==> config.mk <==
export PLATFORM = sky130hd
export DESIGN_NAME = piso_tx
export DESIGN_NICKNAME = d
export VERILOG_FILES = /design/src/rtl/piso_tx.sv
export SDC_FILE = /design/constraint.sdc
export NUM_CORES = 1
export LEC_CHECK = 0
export ABC_AREA = 1
export CORE_MARGIN = 5
export CORE_UTILIZATION = 40
export DETAILED_ROUTE_END_ITERATION = 6
export GPL_ROUTABILITY_DRIVEN = 0
export GPL_TIMING_DRIVEN = 0
export PLACE_DENSITY_LB_ADDON = 0.1
export SETUP_SLACK_MARGIN = 0.2
export SYNTH_ARGS = -nofsm -noshare
export SYNTH_HDL_FRONTEND = slang
export SYNTH_SLANG_ARGS = --single-unit
==> constraint.sdc <==
create_clock -name clk -period 1.1 [get_ports clk]
set_input_delay 0.165 -clock clk [delete_from_list [all_inputs] [get_ports clk]]
set_output_delay 0.165 -clock clk [all_outputs]
set_load 0.01 [all_outputs]
==> src/rtl/piso_tx.sv <==
// Parallel-in/serial-out transmitter: accepts a WIDTH-bit word on valid/ready and shifts it out MSB-first.
// Define PISO_PARITY_EN to append one even-parity bit after the data bits of every word.
module piso_tx #(
  parameter int WIDTH = 4
) (
  input  logic             clk,
  input  logic             reset,
  input  logic             load_valid,
  input  logic [WIDTH-1:0] load_data,
  output logic             load_ready,
  output logic             out,
  output logic             out_valid,
  output logic             done
);

  localparam int CW = (WIDTH > 1) ? $clog2(WIDTH) : 1;
  localparam logic [CW-1:0] CNT_LAST = CW'(WIDTH - 1);

  typedef enum logic [1:0] {
    IDLE,
    SHIFT
`ifdef PISO_PARITY_EN
    , PARITY
`endif
  } state_t;

  state_t           state_q, state_d;
  logic [WIDTH-1:0] shreg_q, shreg_d;
  logic [CW-1:0]    cnt_q, cnt_d;
  logic             out_q, out_d;
  logic             out_valid_q, out_valid_d;
  logic             done_q, done_d;
  logic             last_cycle;
  logic             accept;
`ifdef PISO_PARITY_EN
  logic             par_q, par_d;
`endif

`ifdef PISO_PARITY_EN
  assign last_cycle = (state_q == PARITY);
`else
  assign last_cycle = (state_q == SHIFT) && (cnt_q == '0);
`endif

  assign load_ready = !reset && ((state_q == IDLE) || last_cycle);
  assign accept     = load_valid && load_ready;

  // Outputs are precomputed from the next state so they leave the block straight from flops.
  always_comb begin
    state_d = state_q;
    shreg_d = shreg_q;
    cnt_d   = cnt_q;
`ifdef PISO_PARITY_EN
    par_d   = par_q;
`endif
    case (state_q)
      IDLE: begin
        state_d = IDLE;
      end
      SHIFT: begin
        shreg_d = {shreg_q[WIDTH-2:0], 1'b0};
        cnt_d   = cnt_q - CW'(1);
        if (cnt_q == '0) begin
`ifdef PISO_PARITY_EN
          state_d = PARITY;
`else
          state_d = IDLE;
`endif
        end
      end
`ifdef PISO_PARITY_EN
      PARITY: begin
        state_d = IDLE;
      end
`endif
      default: begin
        state_d = IDLE;
      end
    endcase

    if (accept) begin
      state_d = SHIFT;
      shreg_d = load_data;
      cnt_d   = CNT_LAST;
`ifdef PISO_PARITY_EN
      par_d   = ^load_data;
`endif
    end

    out_d       = 1'b0;
    out_valid_d = (state_d != IDLE);
    done_d      = 1'b0;
    if (state_d == SHIFT) begin
      out_d = shreg_d[WIDTH-1];
`ifndef PISO_PARITY_EN
      done_d = (cnt_d == '0);
`endif
    end
`ifdef PISO_PARITY_EN
    if (state_d == PARITY) begin
      out_d  = par_d;
      done_d = 1'b1;
    end
`endif
  end

  always_ff @(posedge clk) begin
    if (reset) begin
      state_q     <= IDLE;
      shreg_q     <= '0;
      cnt_q       <= '0;
      out_q       <= 1'b0;
      out_valid_q <= 1'b0;
      done_q      <= 1'b0;
`ifdef PISO_PARITY_EN
      par_q       <= 1'b0;
`endif
    end else begin
      state_q     <= state_d;
      shreg_q     <= shreg_d;
      cnt_q       <= cnt_d;
      out_q       <= out_d;
      out_valid_q <= out_valid_d;
      done_q      <= done_d;
`ifdef PISO_PARITY_EN
      par_q       <= par_d;
`endif
    end
  end

  assign out       = out_q;
  assign out_valid = out_valid_q;
  assign done      = done_q;

endmodule

# [After elaboration in Yosys (flattened, before gate mapping)]
# Index checks and enable logic that the tools add are counted.
[classes] add_sub_neg=1 n_eq_ne=2 n_mux=7 n_bitwise=1 reduce_logical=11
[ops] operator="$mux W2" n=5
[ops] operator="$mux W4" n=2
[ops] operator="$logic_not A2 Y1" n=3
[ops] operator="$eq A2 B1 Y1 const B" n=2
[ops] operator="$reduce_bool A2 Y1" n=2
[ops] operator="$logic_and A1 B1 Y1" n=3
[ops] operator="$reduce_or A2 Y1" n=1
[ops] operator="$sub A2 B1 Y2 const B" n=1
[ops] operator="$logic_not A1 Y1" n=1
[ops] operator="$logic_or A1 B1 Y1" n=1
[ops] operator="$not A1 Y1" n=1
[word_totals] regBits=11

# [Depth between registers and ports, before layout]
# Gate-level depths: netlist of run 1.
[logic_depth] depth_word=9 depth_mapped=9 depth_no_buf=8

# [Worst setup path after synthesis of run 1]
# No wires, ideal clock.
[synth_timing] path_kind="reg-to-reg" start="register cnt_q[0]" end="register shreg_q[3]" arrival_ps=1093 setup_slack_ps=-106 path_stages_with_launch=10 period_less_slack_ps=1206 path_cell_list="dfxtp_1 > inv_1 > ha_1 > inv_1 > nand2_2 > nand3_2 > buf_6 > nand3_2 > nand2_1 > nor2_1"
[synth_via] elab_chain_len=6
[synth_lines] element="start: declaration" line_no="29" text="logic [CW-1:0] cnt_q, cnt_d;"
[synth_lines] element="start signal: assignment" line_no="121" text="cnt_q <= cnt_d;"
[synth_lines] element="$logic_not A2 Y1" line_no="42" text="assign last_cycle = (state_q == SHIFT) && (cnt_q == '0);"
[synth_lines] element="$logic_and A1 B1 Y1" line_no="42"
[synth_lines] element="$logic_or A1 B1 Y1" line_no="45" text="assign load_ready = !reset && ((state_q == IDLE) || last_cycle);"
[synth_lines] element="$logic_and A1 B1 Y1" line_no="45"
[synth_lines] element="$logic_and A1 B1 Y1" line_no="46" text="assign accept = load_valid && load_ready;"
[synth_lines] element="$mux W4" line_no="81" text="if (accept) begin"
[synth_lines] element="end signal: assignment" line_no="120" text="shreg_q <= shreg_d;"
[synth_lines] element="end: declaration" line_no="28" text="logic [WIDTH-1:0] shreg_q, shreg_d;"
# No other way between the ends.
# A chain may end at the register's enable or synchronous reset.

# [Final worst setup path of run 1]
[layout_timing] start="register cnt_q[1]" end="output load_ready"
[layout_via] elab_chain_len=4
[layout_lines] element="$logic_not A2 Y1" line_no="42"
[layout_lines] element="$logic_and A1 B1 Y1" line_no="42"
[layout_lines] element="$logic_or A1 B1 Y1" line_no="45"
[layout_lines] element="$logic_and A1 B1 Y1" line_no="45"
[layout_lines] element="end: declaration" line_no="10" text="output logic load_ready,"
# No other way between the ends.

==> implementation parameters, run 1 <==
Parameter                              Value

Pwr
  Maximum ir drop on the vdd rail ... 0.9456 mV
  PD cells ... 1156 nW/um2
  Static power due to leakage ... 0.3489 nW
  Total Power ... 0.8576 mW

Timing
  Highest clock rate ... 761.2 MHz
  Final Hold Slack ... 101.9 ps
  Hold Fails Final Rpt ... 0
  RSZ-0062 raised after global routing ... true
  Worst Skew ... 4.877 ps
  Post-layout worst setup margin ... -213.7 ps
  Final setup viols ... 11
  Period minus WS final ... 1314 ps
  Final period util ... 119.4%
  Setup total negative slack ... -1222 ps
  Total count of max-transition violations in the final report ... 0

Clock network
  TritonCTS clock tree ... yes
  Number of clock sinks seen by CTS ... 11
  Clock input transition at the sequential cells of the worst setup and hold paths ... 70 ps
  Cell at the root of the clock tree ... sky130_fd_sc_hd__clkbuf_4
  Number of buffers created by CTS ... 3
  Maximum buffer depth of the clock tree ... 2
  CTS H-tree lvls ... 1
  Worst-Skew Late Latency ... 270 ps

Yosys
  Dominant register cell in the synthesized netlist ... sky130_fd_sc_hd__dfxtp_1
  Synthesized cell area ... 523.0 um2
  Part of the Yosys area used for sequential elements ... 42.11%
  Yosys warns ... 0
  Net count after synthesis ... 70
  Most frequently used cell type in the post-synthesis netlist ... sky130_fd_sc_hd__dfxtp_1
  Fraction of registers with async set/reset ... 0%
  Yosys cell types ... 21
  Post-synth top area share ... 42.11%
  Register bit total from synthesis ... 11
  Mapped Avg Cell Area ... 8.436 um2
  Number of standard cells after synthesis ... 62
  Largest cells by area after synthesis ... sky130_fd_sc_hd__dfxtp_1 42%, sky130_fd_sc_hd__nand2_1 7.2%, sky130_fd_sc_hd__inv_1 6.5%
  Top cell type by total area after synthesis ... sky130_fd_sc_hd__dfxtp_1
  Commonest cells in the netlist ... 11 x sky130_fd_sc_hd__dfxtp_1, 10 x sky130_fd_sc_hd__nand2_1, 9 x sky130_fd_sc_hd__inv_1
  EDFF count, synth ... 0

Die
  Die span in y ... 46.16 um
  Num ports ... 11
  Overall die width ... 46.16 um
  Die area ... 2131 um2
  Starting Density ... 41.22%
  Number of standard-cell rows in the floorplan ... 13
  Core footprint ... 1269 um2

Layout
  Flip-flop and latch area ... 224.0 um2
  Number of inserted filler cells in the final layout ... 125
  Total Nets Final ... 89
  Area added between synthesis and finish ... 41.87%
  Fraction of final layout cells sized beyond drive strength 1 ... 51.25%
  Count of inserted antenna diode cells ... 0
  Area taken by multi-input logic gates ... 291.5 um2

Min path
  Path class of the lowest-slack min-delay path ... primary input to register
  Hold path depth ... 2

Routing
  Vias ... 440
  Routed length on met3 ... 61 um
  Routed length on met1 ... 482 um
  Uppermost routed layer ... met4
  Final wirelength ... 1015 um
  Vias per cell ... 4.632
  Number of iterations in the first detailed-routing pass ... 4
  First-iteration detailed-routing DRC count ... 5
  Post-detailed-route DRC marker count ... 0
  Routed wire length on met2 ... 463 um
  Post-route ant nets ... 0
  Post-detailed-route wirelength per cell ... 10.68 um

Worst setup path
  Cell-by-cell trace of the critical path ... inv_2 -> ha_4 -> inv_2 -> nand2_4 -> and2_4 -> buf_6
  Slowest stage delay, CP ... 340 ps
  Maximum fanout encountered on the critical timing path ... 2
  Type of the setup path with the least slack ... register to output pin
  Number of cells on the worst reg-to-reg path ... 9
  Worst path arrival time ... 1150 ps
  Worst path most repeated cell ... sky130_fd_sc_hd__inv_2
  Required time of the critical path ... 940 ps
  Category of the worst setup path launch point ... register
  Kind of end point of the critical path ... output pin
  Library cell contributing the largest single delay on the critical path ... sky130_fd_sc_hd__dfxtp_2

Global route
  Global-route wire length before repair ... 1524 um
  Vias in the first global route ... 390
  Global-route usage over all layers ... 10.09%
  Overflow after GRT ... 0
  Number of antenna violations at the first check in global routing ... 0
  Pin count of the biggest net entering global routing ... 9

Placed design
  PortBufs ... 9
  Post-detail-place hpwl ... 680.4 um

Run status
  Status ... finished with violations
  Violations in the final reports ... setup timing

Run
  Number of violations of the max-capacitance limit ... 0
worst max-delay path, delay by kind of cell, from the launching register on:
kind	cells	cell delay, ps
flip-flops	1	340
AND/OR/NAND/NOR	2	190
adder cells (fa/ha/maj)	1	150
buffers and inverters	3	210
through the flow:
stage / util, % / instances / area (um2) / setup slack, ps
final: 58.48 / 95 / 742.0 / -213.7
after global placement: 51.18 / 86 / 649.4 / -385.9
after detailed placement: 51.18 / 86 / 649.4 / -388.0
after global routing: 58.48 / 95 / 742.0 / -254.7
after floorplan: - / 62 / 540.5 / 5.121
after CTS: 55.33 / 94 / 701.9 / -225.6
state kept, by name (all words and copies together), names as in the netlist:
register   cells
cnt_q          2
done           1
out            1
out_valid      1
shreg_q        4
state_q        2
placed cells by master, fill, tap and decap left out:
cell type | netlist | routed
sky130_fd_sc_hd__inv_2 | 1 | 6
sky130_fd_sc_hd__clkdlybuf4s50_1 | 0 | 5
sky130_fd_sc_hd__nand3_2 | 2 | 2
sky130_fd_sc_hd__nand2_4 | 2 | 3
sky130_fd_sc_hd__or2_1 | 0 | 1
sky130_fd_sc_hd__ha_4 | 0 | 1
sky130_fd_sc_hd__dfxtp_1 | 11 | 8
sky130_fd_sc_hd__nand3_4 | 0 | 1
sky130_fd_sc_hd__nor2_1 | 1 | 1
sky130_fd_sc_hd__conb_1 | 1 | 1
sky130_fd_sc_hd__xor2_1 | 1 | 1
sky130_fd_sc_hd__buf_4 | 0 | 3
sky130_fd_sc_hd__clkbuf_1 | 0 | 1
sky130_fd_sc_hd__inv_1 | 9 | 4
sky130_fd_sc_hd__a21oi_2 | 0 | 4
sky130_fd_sc_hd__and2_4 | 0 | 1
sky130_fd_sc_hd__clkbuf_4 | 0 | 3
sky130_fd_sc_hd__nand2_2 | 1 | 1
sky130_fd_sc_hd__buf_2 | 0 | 3
sky130_fd_sc_hd__o21ai_1 | 1 | 1
sky130_fd_sc_hd__a21oi_1 | 5 | 1
sky130_fd_sc_hd__nor2_4 | 1 | 1
sky130_fd_sc_hd__buf_6 | 2 | 5
sky130_fd_sc_hd__dfxtp_2 | 0 | 3
sky130_fd_sc_hd__nand3_1 | 5 | 4
sky130_fd_sc_hd__nand2_1 | 10 | 9
sky130_fd_sc_hd__nand4_1 | 2 | 2
sky130_fd_sc_hd__nor2_2 | 3 | 3
sky130_fd_sc_hd__o21ai_4 | 1 | 1
cells by family (layout without fill, tap and decap cells):
family	Yosys count	count (layout)	synth area share, %
xor+xnor	1	1	1.675
simple gates	29	29	32.78
compound gates	7	7	8.851
flops	11	11	42.11
fa+ha+maj	1	1	2.392
buf+inv	12	30	11.48
other cells	1	1	0.7170
cell type report:
type,instances,share of cell area (%)
Buffer,2,3.035
Clock buffer,4,3.541
Inverter,10,5.059
Multi-Input combinational cell,39,39.29
Sequential cell,11,30.19
Tap cell,15,2.530
Timing Repair Buffer,14,16.36
path summary, 6_finish.rpt:
check | to | from | slack, ps
max | load_ready | cnt_q[1] | -210
min | cnt_q[1] | reset | 100
max reg2reg | shreg_q[3] | cnt_q[0] | -150
min reg2reg | shreg_q[0] | shreg_q[0] | 490
timing repair:
item | 4_1_cts | 5_1_grt
setup buffers | 3 | 1
cloned | 1 | 0
pin swaps | 1 | 6
gates resized for setup | 22 | 9
endpoints found under the setup margin | 14 | 11
hold buffers | 0 | 0
routing by layer:
layer | track usage, % | up-vias
met3 | 5.859 | 2
met5 | 0 | -
met4 | 1.705 | 0
li1 | - | 226
met1 | 11.92 | 203
met2 | 15.93 | 9
power breakdown:
| group | internal, mW | switching, mW |
|---|---|---|
| sequential | 0.418 | 0.0121 |
| combinational | 0.0805 | 0.0752 |
| clock | 0.140 | 0.132 |
(Power assumes the default switching activity.)
==> run 2, diff against run 1 <==
- CORE_AREA: not set -> 2 2 39 41
- CORE_MARGIN: 5 -> not set
- CORE_UTILIZATION: 40 -> not set
- DIE_AREA: not set -> 0 0 41 43
- GPL_ROUTABILITY_DRIVEN: 0 -> not set
==> run 2 against run 1 <==
Effect of this change:
- the flow still finishes with violations (setup timing)
- first-iteration DRC count fell by 60%
- count of clock-buffer cells in the layout did not move
- register-to-register slack barely moved
- worst setup slack got worse by 7.0 ps
- critical path depth did not move
- via count fell by 1.8%
- final area rose by 2.2%
- clock power rose by 4%
- clock skew fell by 4.6 ps
- final cell count rose by 1.1%
- die area fell by 17%
- combinational power barely moved
- critical path type unchanged
- highest routed layer unchanged
==> implementation parameters, run 2 (synthesis gave the netlist of run 1 again) <==
Parameter                              Value

Layout
  Largest Register ... shreg_q
  Count of inserted antenna diode cells ... 0
  Area added between synthesis and finish ... 44.98%
  Total Nets Final ... 89
  Commonest non-fill, non-tap cell in the layout ... sky130_fd_sc_hd__dfxtp_1
  Highest-count cells in the layout ignoring fill and taps ... 8 x sky130_fd_sc_hd__dfxtp_1, 6 x sky130_fd_sc_hd__inv_2, 6 x sky130_fd_sc_hd__nand2_1, 5 x sky130_fd_sc_hd__buf_6, 5 x sky130_fd_sc_hd__clkdlybuf4s50_1
  Largest registers in the final layout ... shreg_q (4), cnt_q (2), state_q (2)
  Final cell count without fillers ... 96
  Final Instance Area ... 758.2 um2
  Largest register FFs ... 4
  Fraction of final layout cells sized beyond drive strength 1 ... 56.25%

Global route
  Number of antenna violations at the first check in global routing ... 0
  Met2 capacity usage during global routing ... 19.38%
  Busiest layer in global routing ... met1
  Pin count of the biggest net entering global routing ... 9
  Vias in the first global route ... 373
  Global-route wire length before repair ... 1711 um
  Routing usage on met1 ... 20.71%
  Met3 track utilization from global routing ... 3.141%
  Overflow after GRT ... 0
  Global-route usage over all layers ... 14.79%

Run status
  Violations in the final reports ... setup timing
  Status ... finished with violations

Timing
  Period minus WS final ... 1321 ps
  Post-layout worst setup margin ... -220.7 ps
  Final setup viols ... 11
  Hold Fails Final Rpt ... 0
  Setup total negative slack ... -1254 ps
  Total count of max-transition violations in the final report ... 0
  Final period util ... 120.1%
  RSZ-0062 raised after global routing ... true
  Highest clock rate ... 757.2 MHz
  Worst Skew ... 0.2612 ps

Placed design
  Instance count after placement with tap cells included ... 87
  Post-detail-place hpwl ... 664.8 um
  Global placement routability congestion ... 0.6682
  Place WS ... -372.3 ps
  DP Area ... 650.6 um2
  PortBufs ... 9

Worst setup path
  Category of the worst setup path launch point ... register
  Worst path bufs/invs ... 3
  Crit-path leading delay family ... flip-flops
  Required time of the critical path ... 940 ps
  Kind of end point of the critical path ... output pin
  Cell-by-cell trace of the critical path ... inv_2 -> ha_4 -> inv_2 -> nand2_4 -> and2_4 -> buf_6
  Maximum fanout encountered on the critical timing path ... 2
  Slowest stage delay, CP ... 340 ps
  Library cell contributing the largest single delay on the critical path ... sky130_fd_sc_hd__dfxtp_2
  Worst path most repeated cell ... sky130_fd_sc_hd__inv_2
  Type of the setup path with the least slack ... register to output pin
  Worst path arrival time ... 1160 ps

Routing
  Number of iterations in the first detailed-routing pass ... 2
  Vias per cell ... 4.500
  Post-detailed-route DRC marker count ... 0
  Final wirelength ... 1035 um
  Post-route ant nets ... 0
  Post-detailed-route wirelength per cell ... 10.78 um
  Vias ... 432
  First-iteration detailed-routing DRC count ... 2

Clock network
  Maximum buffer depth of the clock tree ... 2
  Number of buffers created by CTS ... 3
  Worst-Skew Late Latency ... 270 ps
  CTS H-tree lvls ... 1
  Number of clock sinks seen by CTS ... 11
  Cell at the root of the clock tree ... sky130_fd_sc_hd__clkbuf_4
  TritonCTS clock tree ... yes
  Clock input transition at the sequential cells of the worst setup and hold paths ... 70 ps

Die
  Core footprint ... 1384 um2
  Num ports ... 11
  Die area ... 1763 um2
  Die span in y ... 43 um
  Number of standard-cell rows in the floorplan ... 14
  Overall die width ... 41 um
  Starting Density ... 37.79%

Min path
  Path class of the lowest-slack min-delay path ... primary input to register

Run
  Number of violations of the max-capacitance limit ... 0

Pwr
  Static power due to leakage ... 0.3495 nW
  PD cells ... 1147 nW/um2
  Maximum ir drop on the vdd rail ... 0.6243 mV
-- run 2: cell counts in the layout (fill, tap and decap cells not counted) --
Identical to the previous run, type by type.
-- run 2: layout make-up --
cell class / instances / area, um2
fillers: 137 / 625.6
multi-input cells: 39 / 306.5
flip-flops and latches: 11 / 224.0
repair buffers: 14 / 121.4
inverters: 10 / 37.54
clock buffers: 4 / 26.28
plain buffers: 2 / 22.52
well taps: 16 / 20.02
-- run 2: final timing paths --
check                           slack [ps]  startpoint    endpoint  cells past startpoint
worst max-delay path                  -220    cnt_q[0]  load_ready                      6
worst min-delay path                   100       reset    cnt_q[0]                      2
worst max register to register        -150    cnt_q[0]  state_q[0]                     10
worst min register to register         470  shreg_q[0]  shreg_q[0]                      2
-- run 2: timing repair --
| action | 4_1_cts | 5_1_grt |
|---|---|---|
| setup endpoints to repair | 14 | 11 |
| gates cloned | 1 | 0 |
| buffers inserted | 4 | 0 |
| gates resized for setup | 27 | 7 |
| pin swaps | 3 | 3 |
| hold buffers | 0 | 0 |
-- run 2: per-layer routing --
| metal | vias to the layer above | wire length, um |
|---|---|---|
| li1 | 230 | - |
| met1 | 187 | 485 |
| met2 | 11 | 481 |
| met3 | 4 | 50 |
| met4 | 0 | 18 |
| met5 | - | 0 |
-- run 2: metrics by stage --
stage | utilization, % | hold slack, ps | total power, mW
6_report | 54.79 | 99.20 | 0.8699
5_1_grt | 54.79 | 92.68 | 0.9234
4_1_cts | 53.16 | 87.14 | 0.8762
3_5_place_dp | 47.02 | 382.0 | 0.5686
3_3_place_gp | 47.02 | 377.8 | 0.5673
2_1_floorplan | - | 327.3 | 0.5252
-- run 2: where the power goes --
| group | switching [mW] | internal (mW) |
|---|---|---|
| logic | 0.0768 | 0.0809 |
| registers | 0.0122 | 0.417 |
| clock network | 0.142 | 0.140 |
| total | 0.231 | 0.639 |
